`config.mk`:
```
export PLATFORM = sky130hd
export DESIGN_NAME = mul32_serial_loader
export DESIGN_NICKNAME = d
export VERILOG_FILES = /design/src/rtl/mul32_pkg.sv /design/src/rtl/mul32_pp_slice.sv /design/src/rtl/mul32_serial_loader.sv
export SDC_FILE = /design/constraint.sdc
export NUM_CORES = 2
export LEC_CHECK = 0
export CORE_AREA = 3 3 342 344
export DETAILED_ROUTE_END_ITERATION = 8
export DIE_AREA = 0 0 345 347
export GPL_TIMING_DRIVEN = 0
export PLACE_DENSITY = 0.69
export SETUP_SLACK_MARGIN = 0.4
export SLEW_MARGIN = 20
export SYNTH_ARGS = -nofsm -noshare
export SYNTH_HDL_FRONTEND = slang
export SYNTH_SLANG_ARGS = --single-unit
```
`constraint.sdc`:
```
create_clock -name clk -period 5.4 [get_ports clk]
set_input_delay 0.54 -clock clk [delete_from_list [all_inputs] [get_ports clk]]
set_output_delay 0.54 -clock clk [all_outputs]
set_load 0.005 [all_outputs]
```
`src/rtl/mul32_pkg.sv`:
```
// rtl/mul32_pkg.sv - shared constants, column geometry helpers and FSM encoding for the multiplier loader
package mul32_pkg;

    localparam int W    = 32;
    localparam int NCOL = 2 * W - 1;
    localparam int KW   = $clog2(W);

    typedef logic [1:0] state_t;

    localparam state_t IDLE = 2'd0;
    localparam state_t LOAD = 2'd1;
    localparam state_t WAIT = 2'd2;
    localparam state_t HOLD = 2'd3;

    // Number of partial-product terms that land in column i.
    function automatic int col_height(input int i);
        return (i + 1 < NCOL - i) ? (i + 1) : (NCOL - i);
    endfunction

    // Lowest multiplicand index contributing to column i.
    function automatic int col_jlo(input int i);
        return (i > W - 1) ? (i - (W - 1)) : 0;
    endfunction

endpackage

```
`src/rtl/mul32_pp_slice.sv`:
```
// rtl/mul32_pp_slice.sv - combinational partial-product bit per column for load cycle k
module mul32_pp_slice import mul32_pkg::*; (
    input  logic [W-1:0]    a,
    input  logic [W-1:0]    b,
    input  logic [KW-1:0]   k,
    output logic [NCOL-1:0] col_bit
);

    for (genvar i = 0; i < NCOL; i++) begin : g_col
        localparam int H    = col_height(i);
        localparam int JLO  = col_jlo(i);
        localparam int SKIP = W - H;

        logic [KW-1:0] ia;
        logic [KW-1:0] ib;
        logic          pp;

        // Short columns idle for SKIP cycles so their terms end up at the capture end.
        always_comb begin
            ia = '0;
            ib = '0;
            pp = 1'b0;
            if (int'(k) >= SKIP) begin
                ia = KW'(JLO + int'(k) - SKIP);
                ib = KW'(i - JLO - (int'(k) - SKIP));
                pp = a[ia] & b[ib];
            end
        end

        assign col_bit[i] = pp;
    end

endmodule

```
`src/rtl/mul32_serial_loader.sv`:
```
// rtl/mul32_serial_loader.sv - serial operand loader and result capture for the compressor harness
module mul32_serial_loader #(
    parameter int W            = 32,
    parameter int COMP_LATENCY = 0
) (
    input  logic             clk,
    input  logic             rst_n,
    input  logic             in_valid,
    output logic             in_ready,
    input  logic [W-1:0]     a,
    input  logic [W-1:0]     b,
    output logic [2*W-2:0]   col_bit,
    input  logic [2*W-1:0]   dst,
    output logic             out_valid,
    input  logic             out_ready,
    output logic [2*W-1:0]   product,
    output logic             mismatch
);

    import mul32_pkg::*;

    localparam int KL = $clog2(W);

    state_t          state;
    logic [KL-1:0]   k;
    logic [7:0]      wcnt;
    logic [W-1:0]    a_q;
    logic [W-1:0]    b_q;
    logic [2*W-1:0]  exp_q;
    logic [2*W-2:0]  pp_bits;

    mul32_pp_slice u_pp (
        .a       (a_q),
        .b       (b_q),
        .k       (k),
        .col_bit (pp_bits)
    );

    assign in_ready = (state == IDLE);
    // Gated by state so an async reset clears the serial lines immediately.
    assign col_bit  = (state == LOAD) ? pp_bits : '0;

    always_ff @(posedge clk or negedge rst_n) begin
        if (!rst_n) begin
            state     <= IDLE;
            k         <= '0;
            wcnt      <= '0;
            a_q       <= '0;
            b_q       <= '0;
            exp_q     <= '0;
            product   <= '0;
            mismatch  <= 1'b0;
            out_valid <= 1'b0;
        end else begin
            case (state)
                IDLE: begin
                    if (in_valid) begin
                        a_q   <= a;
                        b_q   <= b;
                        exp_q <= (2*W)'(a) * (2*W)'(b);
                        k     <= '0;
                        state <= LOAD;
                    end
                end
                LOAD: begin
                    k <= k + 1'b1;
                    if (k == KL'(W - 1)) begin
                        wcnt  <= 8'(COMP_LATENCY);
                        state <= WAIT;
                    end
                end
                WAIT: begin
                    if (wcnt == 8'd0) begin
                        product   <= dst;
                        mismatch  <= (dst != exp_q);
                        out_valid <= 1'b1;
                        state     <= HOLD;
                    end else begin
                        wcnt <= wcnt - 8'd1;
                    end
                end
                HOLD: begin
                    if (out_ready) begin
                        out_valid <= 1'b0;
                        state     <= IDLE;
                    end
                end
                default: state <= IDLE;
            endcase
        end
    end

endmodule

```
==> results.toml <==
[routing]
wl_per_cell_um = 26.9
postRouteWirelength_mm = 197
dr_total_vias = 41395
postRouteAntennaNets = 0
drt_first_pass_iters = 6
drt_first_iter_violations = 4082
vias_per_cell = 5.64
drc_errors = 0

[setup_path]
r2r_setup_slack_ps = 2200
cp_max_fo = 6
start_kind = "primary input"
crit_required_ps = 5820
cp_data_arrival_time_ps = 7620
end_kind = "register"
reg2reg_depth = 11
criticalPathCategory = "in2reg"

[synth]
synthSimpleGateAreaFrac_pct = 19.4
synth_mux_area_share_pct = 7.16
yosysMostFrequentCell = "nand2_1"
synth_top_area_share_pct = 37.5
ys_async_sr_fraction_pct = 100
syn_inst = 5320
synth_compound_area_share_pct = 4.76
ys_top_cells_by_area = "fa_1 38%, dfrtp_1 11%, nand2_1 8.3%"
synth.distinct_cells = 77
synth_edf_count = 0
synthesis.nets = 6637
synth_top_family_by_area = "adder cells"
ys_seq_area_share_pct = 10.9
ys_seq_elements = 209
yosysTopAreaCell = "fa_1"
synth.avg_cell_area_um2 = 8.99
yosys.area_share.adder_pct = 45.1
synth_commonest_cells = "1056 x nand2_1, 896 x fa_1, 868 x inv_1, 598 x and2_1, 289 x ha_1"
synthXorXnorAreaFrac_pct = 3.13
netlist_area_um2 = 47800
yosysWarnings = 0
ys.flop_type = "dfrtp_1"

[sta]
tightest_slew_ps = 921
setup_violations = 53
slew_headroom_pct = 38.6
fin_setup_tns_ps = -70120
skew_ps = 8.46
maxSlewViolCount = 0
fin_crit_sh_pct = 133
finalHoldViolations = 0
rsz0062_at_grt = "yes"
fmax_ghz = 0.139
fin_ws_ps = -1790
min_period_ps = 7190

[layout]
nets = 7106
layout.cells.non_filler = 7338
drive_above_1_share_pct = 17.1
postLayoutCoreUtil_pct = 52.1
synthToLayoutAreaGrowth_pct = 24.5

[cts]
clock_path_buffers = 3
clock-root-buffer = "clkbuf_16"
cts-buffers-inserted = 25
clock-sinks = 209
cts.clk_slew.worst_paths_ps = 60
tritoncts = "yes"
insertion_delay_ps = 540
htreeDepth = 1

[worst_hold_path]
hp-class = "in2reg"
whs_path_depth = 3

[outcome]
violations = "negative setup slack"
outcome = "finished with violations"

[global_routing]
grt_pass1_vias = 43009
antenna_found_initial = 28
grt_pass1_wl_mm = 287
grt_max_degree = 94
grt_overflow = 0
grt.total_usage_pct = 32.6

[placement]
portBuffers = 261
dp_hpwl_mm = 158
place.gp.congestion = 1.01
place_inst = 7096

[flow_run]
maxCapViolCount = 0

[die]
rows = 124
start_util_pct = 41.9
core-area_um2 = 114000
io_pins = 262
fp.dieW_um = 345
fp.dieH_um = 347
die_area_um2 = 120000
-- logic make-up after synthesis --
family | count (synthesis)
simple gates | 1957
buf+inv | 1190
fa+ha+maj | 1185
compound gates | 369
mux | 241
flops | 209
xor+xnor | 169
-- timing repair --
action / CTS / global route
hold endpoints to repair: 49 / 0
resized for setup: 1114 / 132
setup buffers: 138 / 36
setup endpoints to repair: 113 / 90
hold buffers: 1 / 0
cloned: 3 / 0
pin swaps: 204 / 106
-- sequential cells by signal, summed over array words and instances (netlist names) --
| register | cells |
|---|---|
| wcnt | 8 |
| exp_q | 64 |
| product | 64 |
| k | 5 |
| out_valid | 1 |
| b_q | 32 |
| state | 2 |
| a_q | 32 |
| mismatch | 1 |
-- worst paths after layout --
check	start	end
max reg2reg	k[0]	wcnt[3]
max in group asynchronous	rst_n	product[49]
max	b[15]	exp_q[53]
min	b[25]	b_q[25]
min in group asynchronous	rst_n	k[3]
min reg2reg	product[10]	product[10]
-- stage by stage --
stage | setup slack, ps | hold slack, ps | area, um^2
2_1_floorplan | -1600 | 244 | 48600
3_3_place_gp | -5020 | 459 | 53100
3_5_place_dp | -4100 | 461 | 53200
4_1_cts | -1700 | 403 | 58700
5_1_grt | -1910 | 422 | 59500
6_report | -1790 | 416 | 59500
-- routing by layer --
| layer | global-route usage, % | routed length, um | vias to the layer above |
|---|---|---|---|
| li1 | - | - | 17238 |
| met1 | 40.7 | 71300 | 21017 |
| met2 | 51.5 | 89400 | 2448 |
| met3 | 6.09 | 19200 | 690 |
| met4 | 22.2 | 17400 | 2 |
| met5 | 0 | 11 | - |
-- placed cells by master (no fill, tap or decap), types with 57 or more instances in the layout --
cell	instances
o21ai_1	57
clkbuf_8	84
o21ai_0	62
buf_4	162
nand2_1	1047
nor2_1	92
clkbuf_1	67
dfrtp_1	208
and2_1	548
fa_1	815
mux2i_1	131
clkdlybuf4s50_1	197
nor3_1	66
inv_1	847
clkbuf_16	104
mux4_2	78
xor2_1	98
ha_1	256
fa_2	81
-- area by class of cell --
cell class	count	area, um^2
clock buffers	32	712
multi-input cells	3921	39900
diodes	18	45.0
plain buffers	318	3950
fillers	10360	54600
well taps	1512	1890
inverters	872	3280
flip-flops and latches	209	5230
repair buffers	442	4360
clock inverters	14	196
-- worst max-delay path, cell delays in order --
cell and delay, ps:
buf_4 150, clkbuf_16 170, clkbuf_4 210, and2_1 180, fa_1 480, fa_1 510
inv_1 50, fa_1 530, fa_1 520, inv_1 60, fa_1 520, fa_2 440
fa_2 610, fa_2 480, ha_4 310, nand2_4 50, o21a_1 210, o21ai_2 150
a31oi_1 110, a211o_1 270, and3_4 210, or2_1 220, buf_6 130, o2111a_1 220
a221o_1 260
Power is left out: the tool's default activity adds up to more than one toggle a clock period on the data nets, which glitch-free logic cannot reach.
